==> src/rtl/lot_lane_arbiter.sv <==
// Two-lane occupancy arbiter for the parking-lot counter.
// Each lane's enter/exit pulses are latched into one pending flag per slot.
// A round-robin pointer picks at most one pending event per cycle. The chosen
// event is either committed as a single inc/dec pulse or refused at the
// capacity/empty limit. The block keeps its own registered copy of the count
// together with its status flags.
module lot_lane_arbiter #(
    parameter int CAPACITY = 5,
    parameter int CW       = 7
) (
    input  logic          clk,
    input  logic          reset,
    input  logic          enter0,
    input  logic          exit0,
    input  logic          enter1,
    input  logic          exit1,
    output logic          inc,
    output logic          dec,
    output logic [CW-1:0] count,
    output logic          full,
    output logic          empty,
    output logic [1:0]    gate_ok,
    output logic [1:0]    reject,
    output logic          overflow
);

    localparam logic [CW-1:0] CAP_C  = CW'(CAPACITY);
    localparam logic [CW-1:0] ZERO_C = {CW{1'b0}};
    localparam logic [CW-1:0] ONE_C  = CW'(1);

    // Slot order is fixed: 0=enter0, 1=exit0, 2=enter1, 3=exit1.
    // Bit 0 of a slot index selects exit, and bit 1 selects the lane.
    logic [3:0]    pulse_s;
    logic [3:0]    pend_q, pend_d;
    logic [1:0]    ptr_q, ptr_d;
    logic          inc_q, inc_d;
    logic          dec_q, dec_d;
    logic [CW-1:0] cnt_q, cnt_d;
    logic          full_q, full_d;
    logic          empty_q, empty_d;
    logic [1:0]    rej_q, rej_d;
    logic          ovf_q, ovf_d;

    logic          win_valid_s;
    logic [1:0]    win_s;
    logic [1:0]    idx_s;
    logic [3:0]    clr_s;
    logic [3:0]    keep_s;

    assign pulse_s = {exit1, enter1, exit0, enter0};

    // Round-robin search from the pointer, wrapping 3->0; the first pending slot wins.
    always_comb begin
        win_valid_s = 1'b0;
        win_s       = 2'd0;
        idx_s       = 2'd0;
        for (int k = 0; k < 4; k++) begin
            idx_s = ptr_q + 2'(k);
            if (!win_valid_s && pend_q[idx_s]) begin
                win_valid_s = 1'b1;
                win_s       = idx_s;
            end else begin
                win_valid_s = win_valid_s;
            end
        end
    end

    // Next state: the granted flag is consumed, new pulses are captured, and the count is updated within limits.
    always_comb begin
        clr_s   = win_valid_s ? (4'b0001 << win_s) : 4'b0000;
        keep_s  = pend_q & ~clr_s;
        // A slot that is granted this cycle may be re-armed by its own new pulse.
        pend_d  = keep_s | pulse_s;
        ovf_d   = ovf_q | (|(pulse_s & keep_s));
        ptr_d   = ptr_q;
        inc_d   = 1'b0;
        dec_d   = 1'b0;
        rej_d   = 2'b00;
        cnt_d   = cnt_q;
        if (win_valid_s) begin
            ptr_d = win_s + 2'd1;
            if (!win_s[0]) begin
                if (cnt_q != CAP_C) begin
                    inc_d = 1'b1;
                    cnt_d = cnt_q + ONE_C;
                end else begin
                    rej_d[win_s[1]] = 1'b1;
                end
            end else begin
                if (cnt_q != ZERO_C) begin
                    dec_d = 1'b1;
                    cnt_d = cnt_q - ONE_C;
                end else begin
                    rej_d[win_s[1]] = 1'b1;
                end
            end
        end else begin
            ptr_d = ptr_q;
        end
        full_d  = (cnt_d == CAP_C);
        empty_d = (cnt_d == ZERO_C);
    end

    // State and output registers. Reset is synchronous and active-low, and it overrides every same-cycle input.
    always_ff @(posedge clk) begin
        if (!reset) begin
            pend_q  <= 4'b0000;
            ptr_q   <= 2'd0;
            inc_q   <= 1'b0;
            dec_q   <= 1'b0;
            cnt_q   <= ZERO_C;
            full_q  <= 1'b0;
            empty_q <= 1'b1;
            rej_q   <= 2'b00;
            ovf_q   <= 1'b0;
        end else begin
            pend_q  <= pend_d;
            ptr_q   <= ptr_d;
            inc_q   <= inc_d;
            dec_q   <= dec_d;
            cnt_q   <= cnt_d;
            full_q  <= full_d;
            empty_q <= empty_d;
            rej_q   <= rej_d;
            ovf_q   <= ovf_d;
        end
    end

    assign inc      = inc_q;
    assign dec      = dec_q;
    assign count    = cnt_q;
    assign full     = full_q;
    assign empty    = empty_q;
    assign gate_ok  = {2{~full_q}};
    assign reject   = rej_q;
    assign overflow = ovf_q;

endmodule

==> config.mk <==
export PLATFORM = sky130hd
export DESIGN_NAME = lot_lane_arbiter
export DESIGN_NICKNAME = d
export VERILOG_FILES = /design/src/rtl/lot_lane_arbiter.sv
export SDC_FILE = /design/constraint.sdc
export NUM_CORES = 1
export LEC_CHECK = 0
export CAP_MARGIN = 30
export CORE_MARGIN = 2
export CORE_UTILIZATION = 47
export DETAILED_ROUTE_END_ITERATION = 10
export PLACE_DENSITY = 0.82
export SETUP_SLACK_MARGIN = 0.15
export SLEW_MARGIN = 30
export SYNTH_ARGS = -nofsm -noshare
export SYNTH_HDL_FRONTEND = slang
export SYNTH_SLANG_ARGS = --single-unit
==> constraint.sdc <==
create_clock -name clk -period 2.2 [get_ports clk]
set_input_delay 0.22 -clock clk [delete_from_list [all_inputs] [get_ports clk]]
set_output_delay 0.22 -clock clk [all_outputs]
set_load 0.05 [all_outputs]
==> results.sh <==
export IMPL_multiInputGateArea_um2=985
export IMPL_fill_cells=219
export IMPL_synth_compound_gate_area_share_pct=23.3
export IMPL_grt_first_pass_wirelength_mm=6.89
export IMPL_gp_congestion=1.04
export IMPL_syn_inst=159
export IMPL_status="finished with violations"
export IMPL_wire_per_inst_um=20.1
export IMPL_synth_edff_count=0
export IMPL_ys_seq_area_share_pct=30.5
export IMPL_avgSynthCellArea_um2=8.25
export IMPL_fin_crit_ns=2.21
export IMPL_drt_pre_antenna_iters=5
export IMPL_synthXorXnorAreaFrac_pct=1.34
export IMPL_clock_path_buffers=2
export IMPL_dp_slack_ns=-0.0324
export IMPL_violations="negative setup slack"
export IMPL_core_area_um2=2710
export IMPL_setup_viol=1
export IMPL_fmax_mhz=453
export IMPL_grt_remaining_overflow=0
export IMPL_yosysWarnings=0
export IMPL_stdcell_count=228
export IMPL_cts_sinks=20
export IMPL_synth_simple_area_share_pct=31.7
export IMPL_slew_violations=0
export IMPL_grt_pass1_vias=1449
export IMPL_first_iter_violations=86
export IMPL_synth_ff_type="dfxtp_1"
export IMPL_synth_top_area_cell="dfxtp_1"
export IMPL_critPathMaxFanout=8
export IMPL_slew_headroom_pct=66.9
export IMPL_power_ir_vdd_worst_mv=1.06
export IMPL_nNetsFinal=208
export IMPL_synth_top_area_share_pct=30.5
export IMPL_seq_area_um2=422
export IMPL_tightest_slew_ns=0.496
export IMPL_synth_fa_ha_area_share_pct=3.82
export IMPL_syn_area_um2=1310
export IMPL_synth_top_family_by_area="simple AND/OR/NAND/NOR gates"
export IMPL_p_per_area_nw_per_um2=1410
export IMPL_drv_cap=0
export IMPL_worst_hold_slack_ns=0.495
export IMPL_syn_nets=169
export IMPL_hold_viol_final=0
export IMPL_cts_tree="yes"
export IMPL_track_usage_pct=27.5
export IMPL_die_h_um=56.8
export IMPL_die_area_um2=3230
export IMPL_drive_gt1_share_pct=33.5
export IMPL_cts_hold_buffers=0
export IMPL_viasPerCell=6.64
export IMPL_drc=0
export IMPL_hpwl_mm=2.52
export IMPL_rsz0062_at_grt="yes"
export IMPL_cts_root_buffer="clkbuf_4"
export IMPL_worstPathArrival_ns=2.44
export IMPL_synth_seq_cells=20
export IMPL_place_inst=205
export IMPL_async_flop_share_pct=0
export IMPL_yosys_top_cells_area="dfxtp_1 31%, nor2_1 6.3%, ha_1 3.8%"
export IMPL_diodes=0
export IMPL_rows=19
export IMPL_holdCritPathClass="reg2reg"
export IMPL_grt_max_degree=14
export IMPL_floorplan_initialDensity_pct=48.4
export IMPL_postRouteAntennaNets=0
export IMPL_required_ns=2.43
export IMPL_antenna_found_initial=0
export IMPL_cp_end_kind="flip-flop"
export IMPL_die_w_um=56.8
export IMPL_clock_latency_ns=0.31
export IMPL_startpoint_type="flip-flop"
export IMPL_routed_wl_mm=4.59
export IMPL_cts_buffers=3
export IMPL_leakage_uw=0.000732
export IMPL_crit_type="reg2reg"
export IMPL_htreeDepth=1
export IMPL_skew_ns=0.00499
export IMPL_yosysUniqueCellTypes=54
export IMPL_areaGrowthSynthToFinish_pct=44.1
export IMPL_ioPinCount=22
export IMPL_post_route_period_util_pct=100
export IMPL_muxShareOfSynthArea_pct=3.82
export IMPL_final_cell_mix="20 x nor2_1, 20 x clkdlybuf4s50_1, 19 x buf_4"
export IMPL_vias=1515
export IMPL_port_buffer_count=21
export IMPL_finalWorstSetupSlack_ns=-0.00742
export IMPL_clk_pin_slew_ns=0.12
[synthesized netlist by cell type (3+ instances only)]
| cell | number |
|---|---|
| a21oi_1 | 4 |
| a31oi_1 | 3 |
| buf_2 | 7 |
| dfxtp_1 | 20 |
| ha_1 | 4 |
| inv_1 | 4 |
| mux2i_1 | 5 |
| nand2_1 | 13 |
| nand3_1 | 8 |
| nor2_1 | 22 |
| nor3_1 | 7 |
| nor4_1 | 4 |
| nor4b_1 | 4 |
| o21ai_0 | 6 |
[what timing repair did]
| item | CTS | global route |
|---|---|---|
| setup endpoints to repair | 2 | 9 |
| setup buffers | 13 | 5 |
| resized for setup | 21 | 16 |
| gates cloned | 1 | 0 |
| pin swaps | 9 | 8 |
| endpoints found under the hold margin | 0 | 0 |
[metrics by stage]
step,util (%),power (uW),area [um2],setup TNS [ns]
after floorplan,-,1570,1330,0
after global placement,57.1,1860,1550,0
after detailed placement,57.1,1890,1550,-0.0567
after CTS,65.8,2340,1780,0
after global routing,69.7,2790,1890,-0.155
final,69.7,2670,1890,-0.00742
[critical path, stage by stage, from the launching register on]
cell and delay [ns]:
dfxtp_4 0.41, and2b_1 0.20, o21ai_4 0.26, o211ai_4 0.17
mux2i_2 0.21, a2111oi_4 0.37, nand4_1 0.23, o31ai_1 0.28
[cell families after synthesis]
group / count (synthesis)
AND/OR/NAND/NOR: 77
AO/OA/AOI/OAI: 36
flip-flops: 20
buffers and inverters: 15
multiplexers: 5
adder cells (fa/ha/maj): 4
XOR/XNOR: 2
[path summary, 6_finish.rpt]
check / endpoint / cells past startpoint / slack, ns / start
min reg2reg: overflow$_SDFF_PN0_ / 1 / 0.50 / overflow$_SDFF_PN0_
min: overflow$_SDFF_PN0_ / 1 / 0.50 / overflow$_SDFF_PN0_
max: empty$_SDFF_PN1_ / 7 / -0.007 / pend_q[2]$_SDFF_PN0_
max reg2reg: empty$_SDFF_PN1_ / 7 / -0.007 / pend_q[2]$_SDFF_PN0_
[report_power, final]
part,internal (uW),switching [uW],total [uW]
registers,455,109,564
logic,785,1090,1880
clock network,101,126,227
[registers in the layout (all words and copies together) (netlist names)]
name,cells
ptr_q,2
full,1
count,7
overflow,1
inc,1
pend_q,4
dec,1
reject,2
empty,1
[cell type report]
cell class | instances | share of cell area [%]
tap | 31 | 2.05
timing repair buffer | 43 | 20.6
inverter | 5 | 0.993
sequential | 20 | 22.3
clock buffer | 4 | 1.92
multi-input combinational | 125 | 52.1
[layer usage]
metal	wire length, um	GRT usage [%]	up-vias	part of all wire [%]
li1	-	-	667	-
met1	1720	34.9	689	38
met2	2170	43.7	125	47
met3	463	4.84	34	10
met4	233	15.6	0	5.1
met5	0	0	-	0
Power figures use the tool's default switching activity.
==> RTL change 1 (config.mk and constraints unchanged) <==
Set the parameter `CW` to 8 (it was 7).
--- a/src/rtl/lot_lane_arbiter.sv
+++ b/src/rtl/lot_lane_arbiter.sv
@@ -8,3 +8,3 @@
     parameter int CAPACITY = 5,
-    parameter int CW       = 7
+    parameter int CW       = 8
 ) (
Interface: changed (resized count); port bits go from 22 to 23. No check against the original RTL was run, so the function may have changed too.
==> RTL change 1 against the original RTL <==
The run still ends with negative setup slack left. Final area shrank 1.2%. Clock skew grew 0.0032 ns. Synthesized area shrank 4.9%. Via count shrank 3.0%. Routed wire length shrank 11%. First-iteration DRC count shrank 26%. Sequential cell count grew 1. Die area shrank 4.5%. Worst hold slack gained 0.010 ns. Setup slack lost 0.13 ns. Power shrank 4.1%. Critical endpoint unchanged. Largest cell class unchanged.
==> RTL change 1: results <==
group,metric,value,unit
global_route,grt_pass1_wl,6500,um
synthesis,synth.area.mux_share,0.802,%
layout,multi_input_area_share,46.2,%
worst_setup_path,reg2reg_from,"pend_q[3]",
synthesis,yosysUniqueCellTypes,51,
global_route,grt_max_degree,12,
sta,fin_hold_ws,0.505,ns
global_route,track_usage,26.3,%
global_route,grt_use_met3,4.22,%
synthesis,yosysSeqAreaShare,33.7,%
synthesis,synthAdderAreaFrac,3.01,%
detailed_routing,route.met3.wl,270,um
layout,buffers,55,
detailed_routing,wire_per_inst,17.3,um
cts,post_cts_buffers,6,
pwr,p_seq_share,23.6,%
synthesis,synth_xor_xnor_area_share,2.11,%
pwr,leakagePower,0.766,nW
sta,worst_slack,-0.133,ns
cts,cts_buffers,3,
layout,largest_register_ffs,8,
place,place_inst,225,
run_status,status,"finished, violations left",
synthesis,synth-compound-area-share,23.4,%
layout,seq_share,23.7,%
sta,fin_skew,0.00823,ns
place,dp_hpwl,2730,um
layout,clk_share,1.41,%
pwr,vdd_drop_max,1.41,mV
detailed_routing,vias_per_cell,6.23,
detailed_routing,first_pass_iters,7,
pwr,pwr.group.clock,197,uW
layout,nMultiInputCombCells,121,
layout,drive_above_1_share,33.0,%
detailed_routing,met2_length,2030,um
place,place_ws,-0.0928,ns
run_status,violations,"negative setup slack",
sta,finalSetupTns,-0.208,ns
synthesis,synth_area_per_cell,8.05,um2
worst_setup_path,arrival,2.59,ns
sta,finalSetupViolCount,2,
worst_setup_path,path_max_fanout,4,
synthesis,synth-seq-cells,21,
sta,max_slew_margin,66.3,%
detailed_routing,num_vias,1470,
synthesis,synth_area_leaders,"dfxtp_1, nor2_1, a21oi_1",
layout,ff_latch_area,442,um2
global_route,first_global_vias,1411,
synthesis,synth_nets,164,
layout,antenna_cells,0,
detailed_routing,drt_iter0_markers,64,
layout,nonClkBufAreaFrac,25.7,%
RTL change 1: cell count changes after synthesis, moves of 3 or more:
cell | before | now
a21oi_1 | 4 | 9
and2_1 | 2 | 5
buf_2 | 7 | 1
mux2i_1 | 5 | 1
nand2_1 | 13 | 10
nor2_1 | 22 | 19
nor2b_1 | 0 | 5
nor3_1 | 7 | 4
nor4b_1 | 4 | 0
or4_1 | 0 | 4
RTL change 1: worst max path at each step:
stage | slack (ns) | depth (start not counted) | from | end
after global routing | -0.18 | 7 | pend_q[2] | empty
after global placement | 0.04 | 7 | pend_q[1] | empty
after detailed placement | -0.09 | 7 | pend_q[0] | empty
after floorplan | -0.03 | 6 | count[1] | empty
final | -0.13 | 7 | pend_q[3] | empty
after CTS | -0.09 | 7 | pend_q[2] | empty
RTL change 1: worst max-delay path, cell delays in order (launching register included):
cell and delay (ns):
dfxtp_4 0.40, nor2_4 0.05, or4_4 0.55, a211o_1 0.35, o311ai_2 0.12, nand3_2 0.15, or4_1 0.49, o21ai_1 0.15
==> RTL change 2 (same flow settings) <==
Without the edit above. Register the output `count` once more, with the module's reset; this adds one clock of latency there. The other outputs are not delayed to match. Comments in the files are not updated.
--- a/src/rtl/lot_lane_arbiter.sv
+++ b/src/rtl/lot_lane_arbiter.sv
@@ -130,3 +130,9 @@
     assign dec      = dec_q;
-    assign count    = cnt_q;
+    always_ff @(posedge clk) begin
+        if (!reset) begin
+            count <= '0;
+        end else begin
+            count <= cnt_q;
+        end
+    end
     assign full     = full_q;
Function: changed (a bounded check fails within 4 cycles, from zero or initial values and one cycle with reset low).
==> RTL change 2 against the original RTL <==
Power decreased by 3.0%. Setup slack improved by 0.11 ns. Largest cell class unchanged. Synthesized area is 3.5% higher. Final area fell by 4.1%. Routed wire length is 21% lower. Maximum frequency increased by 5.4%. Clock skew fell by 0.0019 ns. Sequential cell count up 7.
==> RTL change 2: results <==
group,metric,value,unit
layout,num-fill-cells,224,
global_route,track_usage,22.7,%
place,place_ws,0.0586,ns
synthesis,synth-compound-area-share,18.7,%
min_path,whs_path_depth,3,
place,dp_hpwl,2530,um
synthesis,yosysSeqAreaShare,39.8,%
detailed_routing,met2_length,1680,um
pwr,leakagePower,0.746,nW
global_route,grt_pass1_wl,5870,um
detailed_routing,route.met3.wl,358,um
min_path,hp-start,"exit1",
synthesis,synth_area_leaders,"dfxtp_1, and2_1, nor2_1",
min_path,hold_class,"input pin to flip-flop",
synthesis,synthAdderAreaFrac,3.69,%
global_route,grt_max_degree,16,
layout,fin_cells,227,
detailed_routing,m1WireLength,1480,um
detailed_routing,vias_per_cell,6.07,
synthesis,synth.area.mux_share,1.47,%
synthesis,synth_common_cells,"dfxtp_1, nor2_1, nand2_1, and2_1, a21oi_1",
global_route,met2_usage,36.7,%
worst_setup_path,worst_path_max_delay_cell,"or4b_4",
synthesis,synth_xor_xnor_area_share,0.645,%
place,place_inst,217,
layout,fin_nets,207,
run_status,status,"finished clean",
cts,path_clk_slew,0.15,ns
worst_setup_path,path_max_fanout,7,
pwr,vdd_drop_max,1.00,mV
sta,fin_skew,0.00307,ns
global_route,use_met1,30.1,%
synthesis,synth_nets,168,
global_route,first_global_vias,1251,
## RTL change 2: changes by cell type after synthesis, sizes merged, moves of 4 or more
cell   change
and2       +9
dfxtp      +7
nor2       -7
buf        -6
and3       +4
nor4b      -4
## RTL change 2: final cells by class
| cell class | instances | area [um2] | share of cell area (%) |
|---|---|---|---|
| clock buffers | 3 | 22.5 | 1.24 |
| repair buffers | 40 | 353 | 19.5 |
| clock inverters | 1 | 5.00 | 0.276 |
| well taps | 31 | 38.8 | 2.14 |
| flip-flops and latches | 27 | 552 | 30.5 |
| multi-input cells | 119 | 818 | 45.2 |
| inverters | 6 | 22.5 | 1.24 |
## RTL change 2: report_power, final
group / internal [mW] / switching, mW / total, mW
Clock: 0.0686 / 0.155 / 0.223
Combinational: 0.706 / 0.962 / 1.67
Sequential: 0.617 / 0.0788 / 0.696
Total: 1.39 / 1.20 / 2.59
## RTL change 2: repair_timing
item                                    CTS  global route
endpoints found under the setup margin    3             6
setup buffers                             5             1
pin swaps                                 1             5
resized for setup                         9             6
